==> src/rtl/multicycle_controller.sv <==
// Moore control FSM for a multicycle RV32 subset datapath (lw, sw, R, I-ALU, beq, jal).
// Memory-facing states stall on MemReady; write strobes are gated low while reset is held.
module multicycle_controller (
    input  logic       clk,
    input  logic       reset,
    input  logic [6:0] op,
    input  logic [2:0] funct3,
    input  logic       funct7b5,
    input  logic       Zero,
    input  logic       MemReady,
    output logic       PCWrite,
    output logic       AdrSrc,
    output logic       MemWrite,
    output logic       IRWrite,
    output logic [1:0] ResultSrc,
    output logic [1:0] ALUSrcA,
    output logic [1:0] ALUSrcB,
    output logic [2:0] ALUControl,
    output logic       RegWrite,
    output logic [1:0] ImmSrc,
    output logic [3:0] State
);

    typedef enum logic [3:0] {
        st_fetch    = 4'd0,
        st_decode   = 4'd1,
        st_memadr   = 4'd2,
        st_memread  = 4'd3,
        st_memwb    = 4'd4,
        st_memwrite = 4'd5,
        st_executer = 4'd6,
        st_executei = 4'd7,
        st_aluwb    = 4'd8,
        st_beq      = 4'd9,
        st_jal      = 4'd10
    } state_t;

    localparam logic [6:0] op_lw   = 7'b0000011;
    localparam logic [6:0] op_sw   = 7'b0100011;
    localparam logic [6:0] op_r    = 7'b0110011;
    localparam logic [6:0] op_ialu = 7'b0010011;
    localparam logic [6:0] op_beq  = 7'b1100011;
    localparam logic [6:0] op_jal  = 7'b1101111;

    state_t     state;
    state_t     state_next;
    logic [1:0] alu_op;
    logic       pc_write;
    logic       ir_write;
    logic       reg_write;
    logic       mem_write;

    // NOTE: state registers use non-blocking assignment so every flop samples pre-edge values.
    always_ff @(posedge clk) begin
        if (!reset) state <= st_fetch;
        else        state <= state_next;
    end

    // NOTE: every output gets a default first so no path through the case infers a latch.
    always_comb begin
        state_next = st_fetch;
        pc_write   = 1'b0;
        ir_write   = 1'b0;
        reg_write  = 1'b0;
        mem_write  = 1'b0;
        AdrSrc     = 1'b0;
        ResultSrc  = 2'b00;
        ALUSrcA    = 2'b00;
        ALUSrcB    = 2'b00;
        alu_op     = 2'b00;

        case (state)
            st_fetch: begin
                ALUSrcB    = 2'b10;
                ResultSrc  = 2'b10;
                ir_write   = MemReady;
                pc_write   = MemReady;
                state_next = MemReady ? st_decode : st_fetch;
            end
            st_decode: begin
                ALUSrcA = 2'b01;
                ALUSrcB = 2'b01;
                case (op)
                    op_lw, op_sw: state_next = st_memadr;
                    op_r:         state_next = st_executer;
                    op_ialu:      state_next = st_executei;
                    op_jal:       state_next = st_jal;
                    op_beq:       state_next = st_beq;
                    default:      state_next = st_fetch;
                endcase
            end
            st_memadr: begin
                ALUSrcA    = 2'b10;
                ALUSrcB    = 2'b01;
                state_next = (op == op_lw) ? st_memread : st_memwrite;
            end
            st_memread: begin
                AdrSrc     = 1'b1;
                state_next = MemReady ? st_memwb : st_memread;
            end
            st_memwb: begin
                ResultSrc  = 2'b01;
                reg_write  = 1'b1;
                state_next = st_fetch;
            end
            st_memwrite: begin
                AdrSrc     = 1'b1;
                mem_write  = 1'b1;
                state_next = MemReady ? st_fetch : st_memwrite;
            end
            st_executer: begin
                ALUSrcA    = 2'b10;
                alu_op     = 2'b10;
                state_next = st_aluwb;
            end
            st_executei: begin
                ALUSrcA    = 2'b10;
                ALUSrcB    = 2'b01;
                alu_op     = 2'b10;
                state_next = st_aluwb;
            end
            st_aluwb: begin
                reg_write  = 1'b1;
                state_next = st_fetch;
            end
            st_beq: begin
                ALUSrcA    = 2'b10;
                alu_op     = 2'b01;
                pc_write   = Zero;
                state_next = st_fetch;
            end
            st_jal: begin
                ALUSrcA    = 2'b01;
                ALUSrcB    = 2'b10;
                pc_write   = 1'b1;
                state_next = st_aluwb;
            end
            default: state_next = st_fetch;
        endcase
    end

    // Only R-type with funct7b5 set subtracts; I-type reuses bit 30 as immediate.
    always_comb begin
        ALUControl = 3'b000;
        case (alu_op)
            2'b01: ALUControl = 3'b001;
            2'b10: begin
                case (funct3)
                    3'b000:  ALUControl = ({op[5], funct7b5} == 2'b11) ? 3'b001 : 3'b000;
                    3'b010:  ALUControl = 3'b101;
                    3'b110:  ALUControl = 3'b011;
                    3'b111:  ALUControl = 3'b010;
                    default: ALUControl = 3'b000;
                endcase
            end
            default: ALUControl = 3'b000;
        endcase
    end

    always_comb begin
        case (op)
            op_sw:   ImmSrc = 2'b01;
            op_beq:  ImmSrc = 2'b10;
            op_jal:  ImmSrc = 2'b11;
            default: ImmSrc = 2'b00;
        endcase
    end

    assign PCWrite  = reset & pc_write;
    assign IRWrite  = reset & ir_write;
    assign RegWrite = reset & reg_write;
    assign MemWrite = reset & mem_write;
    assign State    = state;

endmodule
==> config.mk <==
export PLATFORM = sky130hd
export DESIGN_NAME = multicycle_controller
export DESIGN_NICKNAME = d
export VERILOG_FILES = /design/src/rtl/multicycle_controller.sv
export SDC_FILE = /design/constraint.sdc
export NUM_CORES = 1
export LEC_CHECK = 0
export CAP_MARGIN = 20
export CELL_PAD_IN_SITES_DETAIL_PLACEMENT = 2
export CELL_PAD_IN_SITES_GLOBAL_PLACEMENT = 2
export CORE_ASPECT_RATIO = 1.75
export CORE_MARGIN = 2
export CORE_UTILIZATION = 20
export CTS_CLUSTER_DIAMETER = 100
export DETAILED_ROUTE_END_ITERATION = 10
export GPL_ROUTABILITY_DRIVEN = 0
export GPL_TIMING_DRIVEN = 0
export PLACE_DENSITY = 0.85
export SKIP_LAST_GASP = 1
export SLEW_MARGIN = 20
export SYNTH_ARGS = -nofsm -noshare
export SYNTH_HDL_FRONTEND = slang
export SYNTH_SLANG_ARGS = --single-unit
==> constraint.sdc <==
create_clock -name clk -period 5.8 [get_ports clk]
set_input_delay 1.74 -clock clk [delete_from_list [all_inputs] [get_ports clk]]
set_output_delay 1.74 -clock clk [all_outputs]
set_load 0.02 [all_outputs]
# Word-level counts from Yosys, hierarchy flattened
# Cells that the tools add are included.
dict set report totals {
  register_bits 4
  latchBits 0
  ram_bits 0
  rom_bits 0
  inputBits 15
  out_inout_bits 20
  elab_cells 57
  memories 0
}
dict set report op_classes {
  n_addsub 0
  mul 0
  n_div 0
  order_cmp 0
  n_eq_ne 22
  shifts 0
  n_mux 19
  n_bitwise 4
  reduce_logical 11
}
# cell count
set ops {}
lappend ops {{$pmux W4 S6} 1}
lappend ops {{$pmux W4 S5} 1}
lappend ops {{$eq A4 B3 Y1 const B} 4}
lappend ops {{$pmux W2 S2} 4}
lappend ops {{$eq A7 B6 Y1 const B} 2}
lappend ops {{$eq A7 B7 Y1 const B} 2}
lappend ops {{$eq A4 B4 Y1 const B} 3}
lappend ops {{$pmux W3 S4} 1}
lappend ops {{$reduce_or A2 Y1} 6}
lappend ops {{$mux W3} 3}
lappend ops {{$eq A4 B2 Y1 const B} 2}
lappend ops {{$eq A7 B2 Y1 const B} 1}
lappend ops {{$eq A7 B5 Y1 const B} 1}
lappend ops {{$eq A3 B3 Y1 const B} 2}
lappend ops {{$mux W1} 6}
lappend ops {{$pmux W2 S3} 1}
lappend ops {{$pmux W3 S2} 1}
lappend ops {{$reduce_or A3 Y1} 2}
lappend ops {{$and A1 B1 Y1} 4}
lappend ops {{$eq A2 B2 Y1 const B} 2}
lappend ops {{$eq A4 B1 Y1 const B} 1}
lappend ops {{$logic_not A4 Y1} 1}
lappend ops {{$reduce_or A4 Y1} 1}
lappend ops {{$eq A3 B2 Y1 const B} 1}
lappend ops {{other kinds (3)} 3}

# Logic depth before layout (Yosys ltp)
dict set report depth {
  depth_word 5
  mapped_depth 7
  ltp_nobuf 6
}

# Worst setup path before layout
# OpenSTA, ideal clock, no wires.
dict set report synth_path {
  kind {input to output}
  from {input op[2]}
  to {output ImmSrc[0]}
  arrival_time_ns 2.486
  t_required_ns 4.060
  path_slack_ns 1.574
  path_stages 2
  n_path_buf 0
  cell_sequence {or3_4 > a21boi_1}
}
dict set report synth_via {
  elab_chain_len 2
  elab_cells_between_ends 4
  cone_classes {eq/ne: 3; mux: 1}
}
# item line
set synth_lines {}
lappend synth_lines {{start, declared} 6} ;# input logic [6:0] op,
lappend synth_lines {{$eq A7 B7 Y1 or $eq A7 B6 Y1 (tied branches)} 161} ;# case (op)
lappend synth_lines {{$pmux W2 S3 *} 161}
lappend synth_lines {{end, declared} 20} ;# output logic [1:0] ImmSrc,
# Every way passes the cells marked *; elsewhere a longest branch is shown, timed or not.

# Final worst setup path
# Same ends and word-level chain as after synthesis.

==> run summary <==
* 150 — NumNets Final
* 67.8% — layout overhead on the synthesized area
* 6.83 µm² — average cell area after synthesis
* clkdlybuf4s50_1 — leading cell type in the layout, fill and taps excluded
* 0 — proportion of synthesized flip-flops having asynchronous set or reset
* 1 — Max H-tree Level
* dfxtp_1 — dominant cell type by area after synthesis
* 111 — Syn Nets
* false — unrepaired setup endpoints after global routing
* 4 — highest fanout seen on the critical path
* 0.03 ns — CTS clock-pin slew for the worst setup and hold paths
* clkdlybuf4s50_1, nor2b_1, nor2_1, nand2_1, a21oi_1 — most used cells in the layout excluding fill and tap cells
* 0.125 — sequential share of the synthesized area
* 0.207 — Initial Utilization
* 0.00108 mm² — Post-Layout Inst Area
* 0.125 — portion of synthesized cell area occupied by the leading cell type
* dfxtp_1, nor2b_1, nor2_1 — biggest area contributors in the synthesized netlist
* 27 — number of standard-cell rows in the floorplan
* 4 — clk sinks
* 0 — reported max-cap violation count
* 0.504 ns — slew at the pin closest to its max-slew limit
* 0.00104 mm² — Placement Cell Area
* 4.93 — ratio of routed vias to standard cells
* 2 — Clock Path Buffers
* 34 — count of buffers inserted at the top-level ports
* yes — clock tree from TritonCTS
* 0 — antenna violations before repair
* 0.00311 mm² — placeable core region
* 194 MHz — f_max
* 0 — count of unresolved DRC violations after routing
* 0 — Hold-fix buffers, CTS
* 35 — top-level I/O count
* dfxtp_1 — Main synth FF type
* 0 — number of post-CTS setup repair buffers
* 3.43 ns — worst endpoint data arrival time
* reg2reg — HP Class
* in2out — critical path start-end classification
* 0.0992 — share of layout cells above drive strength 1
* completed — outcome
* 78.3 µV — worst IR drop on VDD
* 858 — vias after detailed routing
* 0 — Diodes inserted
* 2.30 mm — estimated wirelength of the detail-placed design
* 0 — Post-DRT Antenna Nets
* 0.735 ns — Hold WS
* 38 — count of cell types in the netlist
* 0 — count of warnings emitted by yosys
* 642 µm² — summed instance area of the synthesized netlist
* 46.8 µm — horizontal extent of the die
* 0 — number of instances resized during post-cts repair
* 0 ns — final sum of negative setup slack
* 9 — Iteration-0 DRC Markers
* 4.46 mm — global-route wire length before repair
* 117 mW/mm² — Pwr per Cell Area
* 4.06 ns — data required time at the worst endpoint
* 94 — synthesized instance count
* 0 — number of failing hold endpoints at the final stage
* 0 — grt total ovfl
* 0 — final-report setup violation count
* 11 — pin count of the biggest net entering global routing
* 3 — cts bufs inserted
* 0 — Post-synth EDFFs
* input pin — Critical Path Start Type
* 0.891 — fin crit share
* 78.9 µm — Die H
* primary output — sort of element at the end of the critical path
* 4 — post-synthesis sequential element count
* 958 — number of global-route vias before repair
* 0.162 — global router's overall resource usage
* 4 — number of search-and-repair iterations in the first detailed-routing pass
* 0.00370 mm² — total die area
* 0.00133 ns — Worst Skew
* 4 — max reg flops
* 0 — fin. max-slew vios
* 2.74 mm — total wire length after detailed routing
* 0.663 — worst max-slew margin expressed relative to the limit
* clkbuf_8 — Clock Root Buffer
* 126 µW — Power Total
* 0.21 ns — clk_lat worst skew
* 5.17 ns — final critical-path required period
* 0.000402 µW — static power due to leakage
* 15.7 µm — WL/cell
final timing paths:
path                to  cells past startpoint      from  slack, ns
min           State[2]                      2  State[3]       0.74
min reg2reg   State[2]                      2  State[3]       0.74
max          ImmSrc[0]                      4     op[2]       0.63
max reg2reg   State[0]                      4  State[1]       4.40
power breakdown:
group          internal, µW  switching [µW]
combinational          20.1            19.7
clock                  44.1            13.0
sequential             28.3           0.845
through the flow:
step                      cells  setup slack [ns]   util
final                       174             0.633  0.347
after global routing        174             0.573  0.347
after CTS                   174             0.619  0.347
after detailed placement    171             0.634  0.333
after global placement      171             0.649  0.333
after floorplan              94              1.57      -
per-layer routing:
metal  share of wire  up-vias  global-route usage
met4           0.025        0              0.0667
li1                -      413                   -
met2            0.57       35               0.311
met5               0        -                   0
met1            0.37      401               0.162
met3           0.039        9              0.0114
worst max-delay path, stage by stage:
cell and delay (ns):
clkdlybuf4s50_1 0.48, or3_4 0.45, a21boi_1 0.14, clkdlybuf4s50_1 0.62
synthesized netlist by cell type (3+ instances only):
library cell	number
a21oi_1	5
a31oi_1	3
and3_1	3
buf_2	4
dfxtp_1	4
inv_1	3
nand2_1	7
nand2b_1	4
nor2_1	8
nor2b_1	8
nor3_1	4
nor3b_1	3
o21ai_0	3
cell type report:
class	count	area (µm²)
Multi-Input combinational cell	80	515
Fill cell	373	2030
Tap cell	43	53.8
Sequential cell	4	80.1
Timing Repair Buffer	34	340
Buffer	5	27.5
Inverter	5	18.8
Clock buffer	3	41.3
kinds of logic (layout without fill, tap and decap cells):
kind of cell	after synthesis	in the layout	share of synthesized area
DFF	4	4	0.125
muxes	1	1	0.0156
xor gates and xnor gates	3	3	0.0409
buffers and inverters	10	47	0.0721
AOI/OAI and AO/OA	21	21	0.209
adders and majority gates	2	2	0.0390
and+or+nand+nor	53	53	0.499
Note: power is estimated with default switching activity, not from simulation.
